==> config.mk <==
export PLATFORM = sky130hd
export DESIGN_NAME = mult8_datapath
export DESIGN_NICKNAME = d
export VERILOG_FILES = /design/src/rtl/mult8_pkg.sv /design/src/rtl/mult8_datapath_add_sub9.sv /design/src/rtl/mult8_datapath.sv
export SDC_FILE = /design/constraint.sdc
export NUM_CORES = 1
export LEC_CHECK = 0
export CELL_PAD_IN_SITES_DETAIL_PLACEMENT = 1
export CELL_PAD_IN_SITES_GLOBAL_PLACEMENT = 2
export CORE_UTILIZATION = 31
export DETAILED_ROUTE_END_ITERATION = 8
export PLACE_DENSITY_LB_ADDON = 0.1
export SLEW_MARGIN = 10
export SYNTH_ARGS = -nofsm -noshare
export SYNTH_HDL_FRONTEND = slang
export SYNTH_HIERARCHICAL = 1
export SYNTH_SLANG_ARGS = --single-unit
export TNS_END_PERCENT = 20
==> constraint.sdc <==
create_clock -name Clk -period 5.12 [get_ports Clk]
set_clock_uncertainty 0.1 [all_clocks]
set_input_delay 0.512 -clock Clk [delete_from_list [all_inputs] [get_ports Clk]]
set_output_delay 0.512 -clock Clk [all_outputs]
set_load 0.1 [all_outputs]
==> src/rtl/mult8_pkg.sv <==
// Shared types and helpers for the 8-bit signed shift-add multiplier datapath.
package mult8_pkg;

  localparam int W = 8;

  // Working register {X, A, B}: packing lets the arithmetic right shift
  // be written as a single concatenation across all three fields.
  typedef struct packed {
    logic                x;
    logic signed [W-1:0] a;
    logic signed [W-1:0] b;
  } work_t;

  // Sign-extend an operand to the 9-bit width used by the adder.
  function automatic logic signed [W:0] sext9(input logic signed [W-1:0] v);
    return {v[W-1], v};
  endfunction

endpackage

==> src/rtl/mult8_datapath_add_sub9.sv <==
// Combinational 9-bit adder/subtractor for the multiplier accumulator.
// Subtraction is performed as a + ~s + 1, sharing the same adder.
module add_sub9
  import mult8_pkg::*;
(
  input  logic signed [W:0] a9,
  input  logic signed [W:0] s9,
  input  logic              sub,
  output logic signed [W:0] res9
);

  logic signed [W:0] s_op;

  assign s_op = sub ? ~s9 : s9;
  assign res9 = a9 + s_op + $signed({{W{1'b0}}, sub});

endmodule

==> src/rtl/mult8_datapath.sv <==
// Register and arithmetic datapath for the 8-bit signed shift-add multiplier.
// Holds X/A/B and executes one controller command per cycle with priority
// Reset > {Clr_XA, Ld_B} > Sub > Add > Shift_En. Add/Sub only change state
// when the multiplier LSB M is set, so a spurious controller Add is harmless.
module mult8_datapath
  import mult8_pkg::*;
(
  input  logic         Clk,
  input  logic         Reset,
  input  logic         Clr_XA,
  input  logic         Ld_B,
  input  logic         Add,
  input  logic         Sub,
  input  logic         Shift_En,
  input  logic [W-1:0] S,
  output logic         X,
  output logic [W-1:0] Aval,
  output logic [W-1:0] Bval,
  output logic         M
);

  work_t             work_p1;
  logic signed [W:0] sum_p0;
  logic signed [W:0] a_ext_p0;
  logic signed [W:0] s_ext_p0;

  // Stage p0: combinational accumulate of A with the switch operand
  assign a_ext_p0 = sext9(work_p1.a);
  assign s_ext_p0 = sext9($signed(S));

  add_sub9 u_add_sub9 (
    .a9   (a_ext_p0),
    .s9   (s_ext_p0),
    .sub  (Sub),
    .res9 (sum_p0)
  );

  // Stage p1: working register update under the command priority mux
  always_ff @(posedge Clk) begin
    if (Reset) begin
      work_p1 <= '0;
    end else if (Clr_XA || Ld_B) begin
      if (Clr_XA) begin
        work_p1.x <= 1'b0;
        work_p1.a <= '0;
      end
      if (Ld_B) begin
        work_p1.b <= $signed(S);
      end
    end else if (Sub || Add) begin
      // An add/sub with M=0 is a skip but still blocks Shift_En.
      if (work_p1.b[0]) begin
        work_p1.x <= sum_p0[W];
        work_p1.a <= sum_p0[W-1:0];
      end
    end else if (Shift_En) begin
      work_p1 <= {work_p1.x, work_p1.x, work_p1.a, work_p1.b[W-1:1]};
    end
  end

  assign X    = work_p1.x;
  assign Aval = work_p1.a;
  assign Bval = work_p1.b;
  assign M    = work_p1.b[0];

endmodule

==> summary.log <==
qor: die.start_util 32.28%
qor: final_layout.number_of_antenna_repair_diodes 0
qor: global_routing.first_pass_grt_wire_length 7155 um
qor: synth.number_of_flip_flops_and_latches_in_the_synthesized_netlist 17
qor: clock_network.clock_latency 0.25 ns
qor: synth.syn-mean-instance-area 8.474 um2
qor: global_routing.grt_start_max_net_pins 29
qor: clock_network.cts_buffer_depth 2
qor: routing.drt_drc_violations_left 0
qor: run.max_capacitance_violation_count 0
qor: clock_network.clock_tree_from_tritoncts yes
qor: clock_network.cts-root-buf sky130_fd_sc_hd__clkbuf_8
qor: setup_path.endpoint_required_time_on_the_critical_path 5.20 ns
qor: clock_network.clock_tree.htree_level_count 1
qor: power_and_ir_drop.ir_worst_vdd 115.0 uV
qor: clock_network.numCtsBuffers 3
qor: timing.fin_crit_sh 65.82%
qor: timing.rsz0062_at_grt no
qor: routing.routed_wl 4212 um
qor: synth.edff_count_synth 0
qor: synth.synthMostInstantiatedCell sky130_fd_sc_hd__dfxtp_1
qor: synth.netlist-cell-type-count 40
qor: final_layout.sequential_cell_area 340.3 um2
qor: setup_path.worstPathArrival 3.45 ns
qor: timing.finalSetupViolCount 0
qor: routing.detailroute.via_count 1387
qor: setup_path.crit_fanout 13
qor: synth.synthFlopType sky130_fd_sc_hd__dfxtp_1
qor: synth.netlist.area_leader.share 24.05%
qor: synth.netlist_area 1415 um2
qor: synth.synthesis.nets 190
qor: die.dieHeight 69.57 um
qor: power_and_ir_drop.post-layout-total-power 0.0004309 W
qor: clock_network.cts_hold_repair.buffers 0
qor: synth.yosysTopAreaCell sky130_fd_sc_hd__dfxtp_1
qor: placement.number_of_input_and_output_port_buffers_inserted 32
qor: clock_network.tritoncts_num_sinks 17
qor: status.status complete, no violations
qor: placement.hpwl_detailed 3275 um
qor: routing.drt-wirelength-per-cell 17.26 um
qor: worst_hold_path.min-delay-path-class flip-flop to flip-flop
qor: die.floorplan.die.width 69.57 um
qor: final_layout.area_growth 25.91%
qor: final_layout.final.fill_count 534
qor: global_routing.grt_overflow 0
qor: setup_path.worst_setup_path_end_kind flip-flop
qor: global_routing.globalRouteTotalUtil 18.46%
qor: timing.relSlewSlack 34.54%
qor: global_routing.antenna_found_initial 0
qor: power_and_ir_drop.cellPowerDensity 241.8 nW/um2
qor: timing.final-max-slew-violation-count 0
qor: die.core-area 4384 um2
qor: clock_network.clock_transition_at_the_registers_of_the_reported_paths 0.07 ns
qor: routing.detail_route.iter0.violations 56
qor: timing.final_hold_viol_count 0
qor: final_layout.fin_nets 216
qor: timing.setup-tns-final 0 ns
qor: final_layout.post_route_cells_drive_above_1_share 10.94%
qor: synth.netlist_top_cells_area sky130_fd_sc_hd__dfxtp_1 (24%), sky130_fd_sc_hd__o221a_2 (6.4%), sky130_fd_sc_hd__ha_1 (6.2%)
qor: timing.fmax 0.2968 GHz
qor: setup_path.startpoint_type primary input
qor: synth.ys_top_cells_by_count sky130_fd_sc_hd__dfxtp_1 (17), sky130_fd_sc_hd__inv_1 (13), sky130_fd_sc_hd__nand2_1 (11), sky130_fd_sc_hd__o21ai_0 (11)
qor: die.design.portCount 33
qor: routing.drtAntennaViolNets 0
qor: timing.finalCriticalPeriod 3.370 ns
qor: timing.timing_worst_slew_pin_value 0.9788 ns
qor: synth.synth_cells 167
qor: routing.vias_per_cell 5.684
qor: die.die_area 4839 um2
qor: routing.drt_first_pass_iters 4
qor: clock_network.postCtsSetupBuffers 0
qor: power_and_ir_drop.power.static_leakage 0.6771 nW
qor: synth.yosys_warnings 6
qor: clock_network.cts_resized 0
qor: synth.yosysSeqAreaShare 24.05%
qor: placement.globalplace.congestion 0.7785
qor: global_routing.vias_in_the_first_global_route 1389
qor: final_layout.multiInputGateArea 954.7 um2
qor: setup_path.critPathKind primary input to flip-flop
qor: die.number_of_placement_rows 24
qor: synth.postSynth.asyncResetShare 0%
[worst paths after layout]
path            from      end  slack, ns  depth (start not counted)
max              Sub        X       1.75                          9
min          Bval[6]  Bval[5]       0.40                          2
max reg2reg  Aval[0]        X       2.53                          8
min reg2reg  Bval[6]  Bval[5]       0.40                          2
[critical path, cell delays in order]
cell and delay, ns:
sky130_fd_sc_hd__clkdlybuf4s50_1 0.73, sky130_fd_sc_hd__xor2_1 0.30, sky130_fd_sc_hd__ha_1 0.37, sky130_fd_sc_hd__nor2b_4 0.16
sky130_fd_sc_hd__o31a_1 0.27, sky130_fd_sc_hd__o41ai_2 0.33, sky130_fd_sc_hd__xnor2_1 0.15, sky130_fd_sc_hd__or3b_2 0.44
sky130_fd_sc_hd__a21boi_0 0.18
[layout by cell type, fill, tap and decap left out, types with 2 or more instances in the layout]
master / Yosys / routed
sky130_fd_sc_hd__clkdlybuf4s50_1: 0 / 32
sky130_fd_sc_hd__dfxtp_1: 17 / 17
sky130_fd_sc_hd__inv_1: 13 / 13
sky130_fd_sc_hd__nand2_1: 11 / 11
sky130_fd_sc_hd__o21ai_0: 11 / 11
sky130_fd_sc_hd__a31oi_1: 9 / 9
sky130_fd_sc_hd__nor3_1: 9 / 9
sky130_fd_sc_hd__xor2_1: 9 / 9
sky130_fd_sc_hd__nor2_1: 8 / 8
sky130_fd_sc_hd__nor4b_1: 8 / 8
sky130_fd_sc_hd__o221a_2: 8 / 8
sky130_fd_sc_hd__a311oi_1: 8 / 8
sky130_fd_sc_hd__ha_1: 7 / 7
sky130_fd_sc_hd__xnor2_1: 6 / 6
sky130_fd_sc_hd__nand3_1: 4 / 4
sky130_fd_sc_hd__a21oi_1: 4 / 4
sky130_fd_sc_hd__clkbuf_8: 0 / 3
sky130_fd_sc_hd__nand2b_1: 2 / 2
sky130_fd_sc_hd__or2_2: 2 / 2
sky130_fd_sc_hd__o211ai_1: 2 / 2
sky130_fd_sc_hd__nor2b_1: 2 / 2
[registers in the layout, summed over array words and instances (netlist names)]
name and count:
Aval 8, Bval 8, X 1
[per-layer routing]
layer | vias up | wire length (um) | global-route usage, %
li1 | 673 | - | -
met1 | 682 | 1981 | 25.02
met2 | 30 | 2090 | 30.96
met3 | 2 | 118 | 3.052
met4 | 0 | 21 | 3.401
met5 | - | 0 | 0
[report_power, final]
part / total [W] / switching, W / leakage, nW / internal [W]
clock network: 0.000105 / 0.0000496 / 0.0228 / 0.0000553
registers: 0.000148 / 0.00000834 / 0.139 / 0.000139
logic: 0.000178 / 0.000117 / 0.515 / 0.0000613
[metrics by stage]
step	cell area [um2]	setup WS, ns	cells	util [%]	hold WS, ns
global route	1782	1.516	244	40.64	0.4260
finish	1782	1.750	244	40.64	0.4035
detailed placement	1737	1.484	240	39.61	0.3965
global placement	1737	1.611	240	39.61	0.3877
CTS	1782	1.729	244	40.64	0.4078
floorplan	1415	2.172	167	-	0.6001
[cells by family after synthesis]
group | synth area share [%]
flip-flops | 24.05
AND/OR/NAND/NOR | 22.02
multiplexers | 0.9724
XOR/XNOR | 9.284
buffers and inverters | 8.487
adder cells (fa/ha/maj) | 7.604
AO/OA/AOI/OAI | 27.59
[final cells by class]
type	instances	area share (%)
clock buffer	4	2.528
inverter	13	2.739
multi-input combinational	125	53.58
sequential	17	19.10
tap	52	3.652
timing repair buffer	33	18.40
(Power assumes the default switching activity.)
